<file path="config.mk">
export PLATFORM = sky130hd
export DESIGN_NAME = dmem_responder_flat
export DESIGN_NICKNAME = d
export VERILOG_FILES = /design/src/rtl/dmem_pkg.sv /design/src/rtl/dmem_responder_if.sv /design/src/rtl/dmem_ram.sv /design/src/rtl/dmem_responder.sv /design/src/flat_wrapper.sv
export SDC_FILE = /design/constraint.sdc
export NUM_CORES = 2
export LEC_CHECK = 0
export BUFFER_PORTS_ARGS = -buffer_cell sky130_fd_sc_hd__buf_4
export CORE_MARGIN = 2
export CORE_UTILIZATION = 42
export CTS_CLUSTER_SIZE = 10
export DETAILED_ROUTE_END_ITERATION = 8
export GPL_ROUTABILITY_DRIVEN = 0
export PLACE_DENSITY_LB_ADDON = 0.1
export SYNTH_ARGS = -nofsm -noshare
export SYNTH_HDL_FRONTEND = slang
export SYNTH_SLANG_ARGS = --single-unit
</file>
<file path="constraint.sdc">
create_clock -name clk -period 7.1 [get_ports clk]
set_input_delay 1.42 -clock clk [delete_from_list [all_inputs] [get_ports clk]]
set_output_delay 1.42 -clock clk [all_outputs]
set_load 0.01 [all_outputs]
</file>
<file path="src/rtl/dmem_pkg.sv">
// Shared types for the data-memory responder: FSM state encoding and index-width helper.
package dmem_pkg;

  typedef enum logic [1:0] {
    IDLE = 2'd0,
    WAIT = 2'd1,
    RESP = 2'd2
  } state_t;

  // Wide enough for WAIT_STATES up to 15
  localparam int CNT_W = 4;

  function automatic int idx_w(input int depth_words);
    return $clog2(depth_words);
  endfunction

endpackage

</file>
<file path="src/rtl/dmem_responder_if.sv">
// Memory-stage request/response bundle between the pipeline and the data-memory responder.
interface dmem_responder_if;

  logic        MemReqM;
  logic        MemWriteM;
  logic [31:0] ALUOutM;
  logic [31:0] WriteDataM;
  logic [31:0] ReadData;
  logic        MemDoneM;
  logic        StallM;
  logic        MemErrM;

  modport master (
    output MemReqM, MemWriteM, ALUOutM, WriteDataM,
    input  ReadData, MemDoneM, StallM, MemErrM
  );

  modport slave (
    input  MemReqM, MemWriteM, ALUOutM, WriteDataM,
    output ReadData, MemDoneM, StallM, MemErrM
  );

endinterface

</file>
<file path="src/rtl/dmem_ram.sv">
// DEPTH_WORDS x 32 storage with synchronous write and a registered, write-first read port.
module dmem_ram #(
  parameter int DEPTH_WORDS = 64,
  parameter int IDX_W       = 6
) (
  input  logic             clk,
  input  logic             rst,
  input  logic             en,
  input  logic             we,
  input  logic             clr,
  input  logic [IDX_W-1:0] idx,
  input  logic [31:0]      wdata,
  output logic [31:0]      rdata
);

  logic [31:0] mem [DEPTH_WORDS];

  // Storage is deliberately left unreset
  always_ff @(posedge clk) begin
    if (en && we) begin
      mem[idx] <= wdata;
    end
  end

  // Read register holds its value between accesses
  always_ff @(posedge clk) begin
    if (rst) begin
      rdata <= '0;
    end else if (en) begin
      if (clr) begin
        rdata <= '0;
      end else if (we) begin
        rdata <= wdata;
      end else begin
        rdata <= mem[idx];
      end
    end
  end

endmodule

</file>
<file path="src/rtl/dmem_responder.sv">
// Data-memory responder for the Memory stage: accepts one word request, waits WAIT_STATES cycles,
// then pulses MemDoneM. Optional misalignment trap enabled by defining DMEM_MISALIGN_TRAP_EN.
module dmem_responder
  import dmem_pkg::*;
#(
  parameter int DEPTH_WORDS = 64,
  parameter int WAIT_STATES = 2
) (
  input  logic              clk,
  input  logic              reset,
  dmem_responder_if.slave   bus
);

  localparam int IDX_W = idx_w(DEPTH_WORDS);
  localparam int AW    = IDX_W + 2;

  state_t           state, state_nxt;
  logic [CNT_W-1:0] cnt, cnt_nxt;
  logic             go_resp;

  logic             we_q;
  logic [AW-1:0]    addr_q;
  logic [31:0]      wdata_q;

  logic             acc_we;
  logic [AW-1:0]    acc_addr;
  logic [31:0]      acc_wdata;
  logic             acc_bad;
  logic             ram_en;
  logic [31:0]      ram_rdata;
  logic             unused_bits;

  // Control state
  always_ff @(posedge clk) begin
    if (reset) begin
      state <= IDLE;
      cnt   <= '0;
    end else begin
      state <= state_nxt;
      cnt   <= cnt_nxt;
    end
  end

  // Request capture: data only, no reset needed
  always_ff @(posedge clk) begin
    if (state == IDLE && bus.MemReqM) begin
      we_q    <= bus.MemWriteM;
      addr_q  <= bus.ALUOutM[AW-1:0];
      wdata_q <= bus.WriteDataM;
    end
  end

  always_comb begin
    state_nxt = state;
    cnt_nxt   = cnt;
    go_resp   = 1'b0;
    case (state)
      IDLE: begin
        if (bus.MemReqM) begin
          if (WAIT_STATES > 0) begin
            cnt_nxt   = CNT_W'(WAIT_STATES - 1);
            state_nxt = WAIT;
          end else begin
            cnt_nxt   = '0;
            state_nxt = RESP;
            go_resp   = 1'b1;
          end
        end
      end
      WAIT: begin
        if (cnt == '0) begin
          state_nxt = RESP;
          go_resp   = 1'b1;
        end else begin
          cnt_nxt = cnt - 1'b1;
        end
      end
      RESP: begin
        state_nxt = IDLE;
      end
      default: begin
        state_nxt = IDLE;
        cnt_nxt   = '0;
      end
    endcase
  end

  // With zero wait states the access happens on the accept edge, before the capture registers load
  always_comb begin
    if (state == IDLE) begin
      acc_we    = bus.MemWriteM;
      acc_addr  = bus.ALUOutM[AW-1:0];
      acc_wdata = bus.WriteDataM;
    end else begin
      acc_we    = we_q;
      acc_addr  = addr_q;
      acc_wdata = wdata_q;
    end
  end

`ifdef DMEM_MISALIGN_TRAP_EN
  logic err_q;

  assign acc_bad = |acc_addr[1:0];

  always_ff @(posedge clk) begin
    if (reset) begin
      err_q <= 1'b0;
    end else if (go_resp) begin
      err_q <= acc_bad;
    end
  end

  assign bus.MemErrM = (state == RESP) & err_q;
`else
  assign acc_bad     = 1'b0;
  assign bus.MemErrM = 1'b0;
`endif

  // Reset wins over a completing access so an aborted write never lands
  assign ram_en = go_resp & ~reset;

  dmem_ram #(
    .DEPTH_WORDS (DEPTH_WORDS),
    .IDX_W       (IDX_W)
  ) u_ram (
    .clk   (clk),
    .rst   (reset),
    .en    (ram_en),
    .we    (acc_we & ~acc_bad),
    .clr   (acc_bad),
    .idx   (acc_addr[AW-1:2]),
    .wdata (acc_wdata),
    .rdata (ram_rdata)
  );

  assign bus.ReadData = ram_rdata;
  assign bus.MemDoneM = (state == RESP);
  assign bus.StallM   = bus.MemReqM & ~bus.MemDoneM;

  // Upper address bits alias; byte offset only matters with the trap enabled
  assign unused_bits = ^{bus.ALUOutM[31:AW], acc_addr[1:0]};

endmodule

</file>
<file path="src/flat_wrapper.sv">
// flat-port wrapper written by rule: the top's interface ports become plain ports
module dmem_responder_flat import dmem_pkg::*;
#(
  parameter int DEPTH_WORDS = 64,
  parameter int WAIT_STATES = 2
)
  (clk, reset, bus_MemReqM, bus_MemWriteM, bus_ALUOutM, bus_WriteDataM, bus_ReadData, bus_MemDoneM, bus_StallM, bus_MemErrM);
  dmem_responder_if bus_i ();
  input  logic clk;
  input  logic reset;
  input wire logic [$bits(bus_i.MemReqM)-1:0] bus_MemReqM;
  input wire logic [$bits(bus_i.MemWriteM)-1:0] bus_MemWriteM;
  input wire logic [$bits(bus_i.ALUOutM)-1:0] bus_ALUOutM;
  input wire logic [$bits(bus_i.WriteDataM)-1:0] bus_WriteDataM;
  output wire logic [$bits(bus_i.ReadData)-1:0] bus_ReadData;
  output wire logic [$bits(bus_i.MemDoneM)-1:0] bus_MemDoneM;
  output wire logic [$bits(bus_i.StallM)-1:0] bus_StallM;
  output wire logic [$bits(bus_i.MemErrM)-1:0] bus_MemErrM;
  assign bus_i.MemReqM = bus_MemReqM;
  assign bus_i.MemWriteM = bus_MemWriteM;
  assign bus_i.ALUOutM = bus_ALUOutM;
  assign bus_i.WriteDataM = bus_WriteDataM;
  assign bus_ReadData = bus_i.ReadData;
  assign bus_MemDoneM = bus_i.MemDoneM;
  assign bus_StallM = bus_i.StallM;
  assign bus_MemErrM = bus_i.MemErrM;
  dmem_responder #(.DEPTH_WORDS(DEPTH_WORDS), .WAIT_STATES(WAIT_STATES)) u_core (.clk(clk), .reset(reset), .bus(bus_i));
endmodule
</file>
==> impl_metrics.tcl <==
set metrics [dict create \
    areaGrowthSynthToFinish_pct 14.67 \
    clkTransAtPathRegs_ns 0.06 \
    pre_cts_ws_ns 1.736 \
    grt_max_degree 86 \
    synth_edf_count 2087 \
    yosys_most_used_dff "edfxtp_1" \
    crit_arrival_ns 5.89 \
    post-route-util_pct 48.38 \
    synth.area.top_cells "edfxtp_1 77%, mux2i_1 3.5%, a22oi_1 3.3%, nand2_1 2.4%, o21ai_0 1.3%" \
    regToRegStartpoint "u_core.state[1]" \
    grt_util_all_layers_pct 30.89 \
    dieArea_um2 196600 \
    vias 51171 \
    tns_ns 0 \
    grt_pass1_vias 47395 \
    die_h_um 443.4 \
    dr.pass1.iters 6 \
    hpwl_mm 176.2 \
    tritoncts "done" \
    grt-ovfl-total 0 \
    htree_levels 4 \
    synth-async-reset-ratio_pct 0 \
    wirelength_mm 309.4 \
    die_x_um 443.4 \
    crit_start "u_core.state[1]" \
    initial_core_util_pct 42.19 \
    final_nets 5285 \
    cts_made_buffers 234 \
    yosysTopAreaCell "edfxtp_1" \
    regToRegSetupSlack_ns 1.93 \
    ys_ff_latch 2125 \
    p_leak_nw 29.59 \
    crit_fanout 25 \
    cts.sinks 2125 \
    drt-initial-drc-count 7774 \
    power_density_nw_per_um2 332.1 \
    synthesis.instances 4963 \
    maxCapViolCount 0 \
    worstSetupEndpoint "u_core.u_ram.rdata[22]" \
    drv_slew 0 \
    io_pins 103 \
    port_buffers 75 \
    critPathMaxStageDelay_ns 0.97 \
    syn_nets 5032 \
    drive_above_1_share_pct 14.25 \
    root_buffer "clkbuf_16" \
    num-fill-cells 16406 \
    r2r_cells 8 \
    remaining_drc_errors 0 \
    synthesis.area_um2 81080 \
    crit_buf_inv 1 \
    startpoint_type "flip-flop" \
    cts_resized 0 \
    tightest_slew_ns 1.423 \
    slew_headroom_pct 4.162 \
    run_status "completed" \
    core_area_um2 192200 \
    cts_max_path_buffers 3 \
    finalCritPeriodShare_pct 72.85 \
    hold_buffers 0 \
    ys_warn_count 0 \
    crit_chain "nor2_4, mux2i_2, or2_2, buf_4, a41o_1, nand3_1, nor4_1, a211oi_1" \
    setup_violations 0 \
    yosysTopAreaCellShare_pct 77.30 \
    crit_path_end_kind "flip-flop" \
    drt-wirelength-per-cell_um 39.22 \
    routed_via_density 6.488 \
    antenna_found_initial 21 \
    insertion_delay_ns 0.88 \
    hold_class "reg -> reg" \
    num_rows 161 \
    rsz0062_at_grt "no" \
    grt_pass1_wl_mm 416.1 \
    cp.depth 8 \
    critical_path.top_delay_family "simple AND/OR/NAND/NOR gates" \
    fmax_mhz 193.3 \
    postCtsSetupBuffers 0 \
    finalCriticalPeriod_ns 5.172 \
    ys_seq_area_share_pct 78.24 \
    holdWs_ns 0.4904 \
    vdd_drop_max_uv 240.7 \
    crit_type "reg -> reg" \
    finClkSkew_ns 0.03701 \
    setup_slack_ns 1.928 \
    r2r-end "u_core.u_ram.rdata[22]" \
    avgSynthCellArea_um2 16.34 \
    cpMaxStageDelayCell "nor2_4" \
    hold_viol 0 \
    required_ns 7.82 \
    antenna_left 0 \
    synth_cell_types 85 \
]
-- kinds of logic (layout without fill, tap and decap cells) --
group	after synthesis	after routing	share of synthesized area, %
AO/OA/AOI/OAI	1299	1299	11.04
XOR/XNOR	2	2	0.02161
adder cells (fa/ha/maj)	1	1	0.01543
buffers and inverters	329	720	2.116
flip-flops	2125	2125	78.24
multiplexers	296	296	3.687
other	1	8	0.004625
AND/OR/NAND/NOR	910	910	4.877
-- registers in the layout (all words and copies together) (netlist names) --
signal              cells
u_core.u_ram.mem     2048
u_core.u_ram.rdata     32
u_core.wdata_q         32
u_core.addr_q           6
u_core.cnt              4
u_core.state            2
u_core.we_q             1
-- report_power, final --
group	total [W]	internal [W]	switching [W]
combinational	0.00523	0.00120	0.00403
sequential	0.0147	0.0147	0.0000670
clock	0.0109	0.00611	0.00482
-- cells in the mapped netlist (6+ instances only) --
library cell and n:
a21oi_1 197, o2111ai_1 7, buf_6 12, nand4_1 56, nand2b_1 9, mux2_2 7, nor4_1 30, o21ai_0 213
a22o_1 46, a2111oi_0 16, o31a_1 6, and3_1 9, edfxtp_1 2087, dfxtp_1 38, o211ai_1 10, o221ai_1 10
nor2_1 165, buf_1 16, a221o_1 9, nand3_1 40, nor3_1 35, a222oi_1 22, and4_1 6, o311ai_0 7
o21a_1 10, a211oi_1 24, inv_1 7, o31ai_1 10, o22ai_1 141, a221oi_1 93, nand2_1 519, buf_2 138
a22oi_1 361, a31oi_1 60, buf_4 58, clkbuf_1 97, mux2i_1 287
-- worst min-delay path by stage --
stage / start / endpoint / slack, ns / cells after the start
finish: u_core.cnt[1] / u_core.cnt[1] / 0.49 / 2
floorplan: u_core.cnt[1] / u_core.cnt[1] / 0.44 / 2
detailed placement: u_core.cnt[1] / u_core.cnt[1] / 0.47 / 2
CTS: u_core.cnt[1] / u_core.cnt[1] / 0.49 / 2
global placement: u_core.cnt[1] / u_core.cnt[1] / 0.46 / 2
global route: u_core.cnt[1] / u_core.cnt[1] / 0.52 / 2
-- worst reg2reg max path, cell delays in order, from the launching register on --
cell and delay, ns:
dfxtp_1 0.58, nor2_4 0.97, mux2i_2 0.82, or2_2 0.92
buf_4 0.50, a41o_1 0.31, nand3_1 0.22, nor4_1 0.57
a211oi_1 0.15
-- placed cells by master, fill, tap and decap left out, types with 36 or more instances in the layout --
cell type	count
edfxtp_1	2087
nand2_1	484
a22oi_1	361
buf_4	302
mux2i_1	284
clkbuf_16	236
o21ai_0	213
a21oi_1	196
o22ai_1	141
clkbuf_1	117
a221oi_1	93
nor2_1	78
nor2_4	73
a31oi_1	60
nand4_1	56
a22o_1	46
nand3_1	40
dfxtp_1	38
buf_12	36
-- layer usage --
metal	global-route usage, %	vias up	share of wire (%)
li1	-	20459	-
met1	44.52	27016	41
met2	47.14	3159	45
met3	6.226	515	10
met4	9.871	22	3.2
met5	0	-	0.047
-- metrics by stage --
| stage | instances | total power [W] | area, µm² |
|---|---|---|---|
| 2_1_floorplan | 4963 | 0.01755 | 81080 |
| 3_3_place_gp | 7506 | 0.02003 | 86350 |
| 3_5_place_dp | 7506 | 0.02008 | 86350 |
| 4_1_cts | 7880 | 0.03084 | 92950 |
| 5_1_grt | 7883 | 0.03159 | 92960 |
| 6_report | 7887 | 0.03088 | 92970 |
-- final cells by class --
cell class                      count  area (µm²)  share of cell area (%)
Sequential cell                  2125       63430                   68.23
Multi-Input combinational cell   2509       16740                   18.01
Clock buffer                      354        6359                   6.839
Clock inverter                     20       242.7                  0.2611
Antenna cell                        7       17.52                 0.01884
Inverter                            8       30.03                 0.03230
Timing Repair Buffer              338        2988                   3.214
Tap cell                         2526        3161                   3.399
Power figures use the tool's default switching activity.
